--- src/rtl/password_lock_ctrl.sv ---
// Keypad password lock: INPUT/OPEN/SETPWD/ALARM controller with relock and alarm timers.
// Latency 1 (all outputs registered); no backpressure, key pulses are consumed or dropped.
module password_lock_ctrl #(
    parameter int unsigned PWD_LEN      = 4,
    parameter logic [15:0] DEFAULT_PWD  = 16'h1234,
    parameter int unsigned MAX_FAIL     = 3,
    parameter logic [31:0] OPEN_CYCLES  = 32'd250_000_000,
    parameter logic [31:0] ALARM_CYCLES = 32'd500_000_000
) (
    input  logic        clk,
    input  logic        rstn,
    input  logic [15:0] key_trigger,
    output logic [1:0]  state,
    output logic        unlocked,
    output logic        alarm,
    output logic [15:0] entry,
    output logic [2:0]  digit_cnt,
    output logic [1:0]  fail_cnt,
    output logic        pwd_updated
);

    typedef enum logic [1:0] {
        ST_INPUT  = 2'd0,
        ST_OPEN   = 2'd1,
        ST_SETPWD = 2'd2,
        ST_ALARM  = 2'd3
    } state_e;

    // Timer holds "cycles left after this one", so expiry fires exactly N cycles after entry.
    localparam logic [31:0] OPEN_LOAD  = (OPEN_CYCLES  == 32'd0) ? 32'd0 : OPEN_CYCLES  - 32'd1;
    localparam logic [31:0] ALARM_LOAD = (ALARM_CYCLES == 32'd0) ? 32'd0 : ALARM_CYCLES - 32'd1;
    localparam logic [2:0]  FULL_CNT   = 3'(PWD_LEN);
    localparam logic [2:0]  FAIL_LIMIT = 3'(MAX_FAIL);

    state_e      state_q, state_d;
    logic [15:0] pwd_q, pwd_d;
    logic [15:0] entry_q, entry_d;
    logic [2:0]  cnt_q, cnt_d;
    logic [1:0]  fail_q, fail_d;
    logic [31:0] timer_q, timer_d;
    logic        upd_q, upd_d;
    logic        unlocked_q, alarm_q;

    logic        key_vld;
    logic        is_digit, is_enter, is_clear, is_set;
    logic [3:0]  digit;
    logic        expired;
    logic        full;
    logic [2:0]  fail_inc;
    logic        unused_keys;

    assign unused_keys = ^key_trigger[15:13];

    always_comb begin
        key_vld  = $onehot(key_trigger[12:0]);
        is_digit = key_vld && (|key_trigger[9:0]);
        is_enter = key_vld && key_trigger[10];
        is_clear = key_vld && key_trigger[11];
        is_set   = key_vld && key_trigger[12];
        digit    = 4'd0;
        for (int i = 0; i < 10; i++) begin
            if (key_trigger[i]) digit = 4'(i);
        end
    end

    assign expired  = (timer_q == 32'd0);
    assign full     = (cnt_q == FULL_CNT);
    assign fail_inc = {1'b0, fail_q} + 3'd1;

    always_comb begin
        state_d = state_q;
        pwd_d   = pwd_q;
        entry_d = entry_q;
        cnt_d   = cnt_q;
        fail_d  = fail_q;
        upd_d   = 1'b0;
        timer_d = expired ? 32'd0 : timer_q - 32'd1;

        case (state_q)
            ST_INPUT: begin
                if (is_digit) begin
                    if (!full) begin
                        entry_d = {entry_q[11:0], digit};
                        cnt_d   = cnt_q + 3'd1;
                    end
                end else if (is_clear) begin
                    entry_d = 16'd0;
                    cnt_d   = 3'd0;
                end else if (is_enter) begin
                    entry_d = 16'd0;
                    cnt_d   = 3'd0;
                    if (full && entry_q == pwd_q) begin
                        state_d = ST_OPEN;
                        fail_d  = 2'd0;
                        timer_d = OPEN_LOAD;
                    end else if (fail_inc == FAIL_LIMIT) begin
                        state_d = ST_ALARM;
                        fail_d  = 2'(MAX_FAIL);
                        timer_d = ALARM_LOAD;
                    end else begin
                        fail_d  = fail_inc[1:0];
                    end
                end
            end

            ST_OPEN: begin
                if (expired || is_enter || is_clear) begin
                    state_d = ST_INPUT;
                    entry_d = 16'd0;
                    cnt_d   = 3'd0;
                    timer_d = 32'd0;
                end else if (is_set) begin
                    state_d = ST_SETPWD;
                    entry_d = 16'd0;
                    cnt_d   = 3'd0;
                    timer_d = OPEN_LOAD;
                end
            end

            ST_SETPWD: begin
                // Timeout beats any key and abandons the half-typed new password.
                if (expired) begin
                    state_d = ST_INPUT;
                    entry_d = 16'd0;
                    cnt_d   = 3'd0;
                    timer_d = 32'd0;
                end else if (is_digit) begin
                    if (!full) begin
                        entry_d = {entry_q[11:0], digit};
                        cnt_d   = cnt_q + 3'd1;
                    end
                end else if (is_clear) begin
                    entry_d = 16'd0;
                    cnt_d   = 3'd0;
                end else if (is_enter) begin
                    entry_d = 16'd0;
                    cnt_d   = 3'd0;
                    if (full) begin
                        pwd_d   = entry_q;
                        upd_d   = 1'b1;
                        state_d = ST_INPUT;
                        timer_d = 32'd0;
                    end
                end
            end

            ST_ALARM: begin
                if (expired) begin
                    state_d = ST_INPUT;
                    fail_d  = 2'd0;
                    entry_d = 16'd0;
                    cnt_d   = 3'd0;
                    timer_d = 32'd0;
                end
            end

            default: begin
                state_d = ST_INPUT;
                entry_d = 16'd0;
                cnt_d   = 3'd0;
                timer_d = 32'd0;
            end
        endcase
    end

    always_ff @(posedge clk) begin
        if (!rstn) begin
            state_q    <= ST_INPUT;
            pwd_q      <= DEFAULT_PWD;
            entry_q    <= 16'd0;
            cnt_q      <= 3'd0;
            fail_q     <= 2'd0;
            timer_q    <= 32'd0;
            upd_q      <= 1'b0;
            unlocked_q <= 1'b0;
            alarm_q    <= 1'b0;
        end else begin
            state_q    <= state_d;
            pwd_q      <= pwd_d;
            entry_q    <= entry_d;
            cnt_q      <= cnt_d;
            fail_q     <= fail_d;
            timer_q    <= timer_d;
            upd_q      <= upd_d;
            unlocked_q <= (state_d == ST_OPEN) || (state_d == ST_SETPWD);
            alarm_q    <= (state_d == ST_ALARM);
        end
    end

    assign state       = state_q;
    assign unlocked    = unlocked_q;
    assign alarm       = alarm_q;
    assign entry       = entry_q;
    assign digit_cnt   = cnt_q;
    assign fail_cnt    = fail_q;
    assign pwd_updated = upd_q;

endmodule

--- config.mk ---
export PLATFORM = sky130hd
export DESIGN_NAME = password_lock_ctrl
export DESIGN_NICKNAME = d
export VERILOG_FILES = /design/src/rtl/password_lock_ctrl.sv
export SDC_FILE = /design/constraint.sdc
export NUM_CORES = 1
export LEC_CHECK = 0
export ABC_CLOCK_PERIOD_IN_PS = 6100
export CORE_MARGIN = 2
export CORE_UTILIZATION = 35
export CTS_CLUSTER_SIZE = 25
export DETAILED_ROUTE_END_ITERATION = 8
export PLACE_DENSITY_LB_ADDON = 0.25
export SYNTH_ARGS = -nofsm -noshare
export SYNTH_HDL_FRONTEND = slang
export SYNTH_SLANG_ARGS = --single-unit
--- constraint.sdc ---
create_clock -name clk -period 6.1 [get_ports clk]
set_clock_uncertainty 0.2 [all_clocks]
set_input_delay 0.61 -clock clk [delete_from_list [all_inputs] [get_ports clk]]
set_output_delay 0.61 -clock clk [all_outputs]
set_load 0.005 [all_outputs]
==> summary.md <==
| Metric | Value |
|---|---|
| Status | `complete, no violations` |
| Initial Utilization | `35.9%` |
| Internal power | `0.00112 W` |
| CTS Buf Count | `9` |
| Worst path buffer plus inverter count | `4` |
| EDFF count, synth | `0` |
| Arrival time worst endpoint | `5.66 ns` |
| Synth Area in XOR/XNOR | `8.11%` |
| Met3 WL post-DR | `377 µm` |
| Mux cell area share after synthesis | `0.579%` |
| Cell family with most CP delay | `adder cells` |
| CTS tree | `done` |
| Initial antenna violation count | `0` |
| Clock Latency Late Sink | `0.37 ns` |
| Routed Antenna Nets | `0` |
| WHS Path Cells | `2` |
| Syn nets | `489` |
| Post-DR vias/cell | `5.29` |
| Final period util | `92.7%` |
| Critical path class | `primary input to flop` |
| Synth Register Bits | `74` |
| Crit-path max cell delay | `0.70 ns` |
| Core area | `0.0108 mm²` |
| Total GRT Usage | `16.1%` |
| Die W | `109 µm` |
| Pwr Density | `416 mW/mm²` |
| Slowest cell on the critical path | `o21ai_0` |
| Met2 WL post-DR | `4230 µm` |
| Distinct cells, synth | `51` |
| Global-route wire length before repair | `15200 µm` |
| Sequential Power Share | `35.2%` |
| Final setup violation count | `0` |
| Clk buf depth | `2` |
| Largest net degree at the start of global routing | `38` |
| GPL Wtd Cong | `0.794` |
| Setup bufs post-CTS | `0` |
| Fin Setup TNS | `0 ns` |
| Post-Route WL | `9280 µm` |
| Hpwl dp | `6640 µm` |
| CP Depth | `17` |
| P_sw | `0.000809 W` |
| Fmax | `177 MHz` |
| Final Cell Area | `0.00464 mm²` |
| Post-Synth Simple-Gate Area | `23.1%` |
| Layout cells sized above 1 | `7.83%` |
| Worst Setup SP | `key_trigger[5]` |
| Synth top cells by count | `74 x dfxtp_1, 43 x nand2_1, 32 x a21oi_1, 32 x nor2_1, 31 x nand3_1` |
| Grt ovf | `0` |
| Hold crit path type | `flop to flop` |
| Crit end category | `flop` |
| Worst r2r path cells | `10` |
| Placed Cells | `622` |
| RSZ-0062 raised after global routing | `false` |
| Initial DRC count | `147` |
| MaxCap Viol Count | `0` |
| Worst EP required | `6.10 ns` |
| Largest area contributor in the netlist | `dfxtp_1` |
| Top-count cell post-synth | `dfxtp_1` |
| # IOs | `44` |
| Compound-cell area share of the yosys netlist | `17.7%` |
| IR drop worst, VDD | `0.188 mV` |
| R2R setup slack | `2.71 ns` |
| FF/Latch Area | `0.00148 mm²` |
| Ys async rst share | `0%` |
| Sw Ratio | `41.9%` |
| Vias in the first global route | `3143` |
| Comb power frac | `45.3%` |
| Finished Layout Cells | `638` |
| Leakage dissipation | `1.82 nW` |
| Max Slew Vio Count | `0` |
| Synth Area in Adders | `7.33%` |
| CP dominant cell by count | `fa_1` |
| Max Used Layer | `met4` |
| Die ar. | `0.0120 mm²` |
| # DRC | `0` |
| Clk pwr share | `19.5%` |
| Util after Layout | `42.8%` |
| CTS H-tree lvls | `3` |
| Cell Rows | `38` |
| Mapped Cells | `453` |
| Critical Path Source Type | `primary input` |
| Avg Synthesized Cell Area | `8.59 µm²` |
| DR pass1 iterations | `4` |
| Yosys warns | `0` |
| Dominant synthesized flop cell | `dfxtp_1` |
| PortBufs | `40` |
| Root buffer cell | `clkbuf_8` |
| Worst Path Max Fanout | `6` |
| Endpoints failing hold | `0` |
| Clock sink total | `74` |
| Hold wc startpoint | `pwd_q[11]$_SDFFE_PN0P_` |
| CTS Hold Bufs | `0` |
| Die height | `109 µm` |
| P&R area growth vs syn | `19.2%` |
| Mapped cell area | `0.00389 mm²` |
| Rel. slew slack | `40.9%` |
| Worst-path cell chain | `clkdlybuf4s50_1 -> fa_1 -> fa_1 -> inv_1 -> fa_1 -> fa_1 -> inv_1 -> fa_1 -> inv_1 -> fa_1 -> nor3b_1 -> a22o_1 -> nand4_1 -> o31a_1 -> o21a_1 -> o21ai_0 -> a21oi_1` |
| RR Startpoint | `timer_q[0]$_SDFF_PN0_` |
| Largest family of logic cells by synthesized area | `simple AND/OR/NAND/NOR gates` |
| # nets final | `529` |
| Post-CTS Resized | `0` |
| Register area share after synthesis | `38.1%` |
| WL met1 | `4520 µm` |
| Multi-input logic area | `0.00222 mm²` |
| WL/cell | `14.5 µm` |
| Crit path time final | `5.65 ns` |
| Fillers | `1113` |
| Reg clk slew, reported paths | `0.08 ns` |
| Worst slew pin tran | `0.877 ns` |
| Largest cells by area after synthesis | `dfxtp_1 38%, xnor2_1 4.5%, nand2_1 4.1%, a21oi_1 4.1%, fa_1 4.1%` |
| Synth top area share | `38.1%` |
| Via count | `3373` |
| Dpl cell area | `0.00445 mm²` |
| Number of diodes | `0` |
worst paths after layout:
path | to
worst min-delay path | pwd_q[11]$_SDFFE_PN0P_
worst min register to register | pwd_q[11]$_SDFFE_PN0P_
worst max register to register | timer_q[12]$_SDFF_PN0_
worst max-delay path | timer_q[12]$_SDFF_PN0_
area by class of cell:
| class | instances | area share (%) |
|---|---|---|
| multi-input combinational | 333 | 47.9 |
| tap | 140 | 3.78 |
| clock inverter | 7 | 1.46 |
| sequential | 74 | 31.9 |
| clock buffer | 9 | 2.67 |
| timing repair buffer | 50 | 10.3 |
| inverter | 25 | 2.02 |
flip-flops by register name (all words and copies together) (netlist names):
signal / flops
pwd_q: 16
pwd_updated: 1
unlocked: 1
state: 2
digit_cnt: 3
entry: 16
alarm: 1
fail_cnt: 2
timer_q: 32
worst reg2reg max path, delay by kind of cell (launching register included):
kind                     cells  cell delay [ns]
buffers and inverters        2             0.39
flip-flops                   1             0.34
AND/OR/NAND/NOR              3             1.08
adder cells (fa/ha/maj)      1             0.15
AO/OA/AOI/OAI                4             1.06
metrics by stage:
step | setup WS [ns] | power (W) | hold WS (ns)
after floorplan | 0.937 | 0.00138 | 0.255
after global placement | 0.152 | 0.00153 | 0.262
after detailed placement | 0.0812 | 0.00156 | 0.272
after CTS | 0.457 | 0.00194 | 0.285
after global routing | 0.160 | 0.00208 | 0.306
final | 0.447 | 0.00193 | 0.280
metal layers:
metal	up-vias	track usage [%]
met1	1580	22.1
met5	-	0
met2	86	25.4
met4	0	6.06
li1	1693	-
met3	14	2.67
cell families after synthesis:
| kind of cell | count (synthesis) |
|---|---|
| adder cells (fa/ha/maj) | 18 |
| buffers and inverters | 46 |
| AO/OA/AOI/OAI | 102 |
| AND/OR/NAND/NOR | 175 |
| XOR/XNOR | 36 |
| flip-flops | 74 |
| multiplexers | 2 |
placed cells by master (no fill, tap or decap), types with 2 or more instances in the layout:
cell type,netlist,layout
nor3_1,10,10
or4_1,7,7
nand4_1,9,9
nand3b_1,2,2
ha_1,10,10
or3_1,7,7
nor4_1,13,12
nand3_1,31,31
dfxtp_1,74,74
o31ai_1,2,2
a211oi_1,2,2
o211ai_1,3,3
a21boi_0,15,15
xnor2_1,20,20
o21ai_0,13,13
clkbuf_8,0,9
fa_1,8,8
and3_1,3,3
or2_2,4,4
o2bb2ai_1,2,2
or4_4,2,2
and2_1,4,4
nor2_1,32,32
xor2_1,16,16
o41ai_1,3,3
buf_4,0,10
clkdlybuf4s50_1,0,40
inv_1,25,25
a22o_1,15,15
inv_6,0,2
o21a_1,3,3
nand2_1,43,43
a31oi_1,3,3
a21oi_1,32,32
a21o_1,3,3
inv_8,0,3
power by group through the flow:
stage	Combinational, W	Sequential [W]	Clock, W
after detailed placement	0.000869	0.000688	0
after global placement	0.000850	0.000684	0
after floorplan	0.000718	0.000666	0
after global routing	0.000979	0.000693	0.000409
after CTS	0.000873	0.000678	0.000388
final	0.000874	0.000680	0.000377
Power figures use the tool's default switching activity.
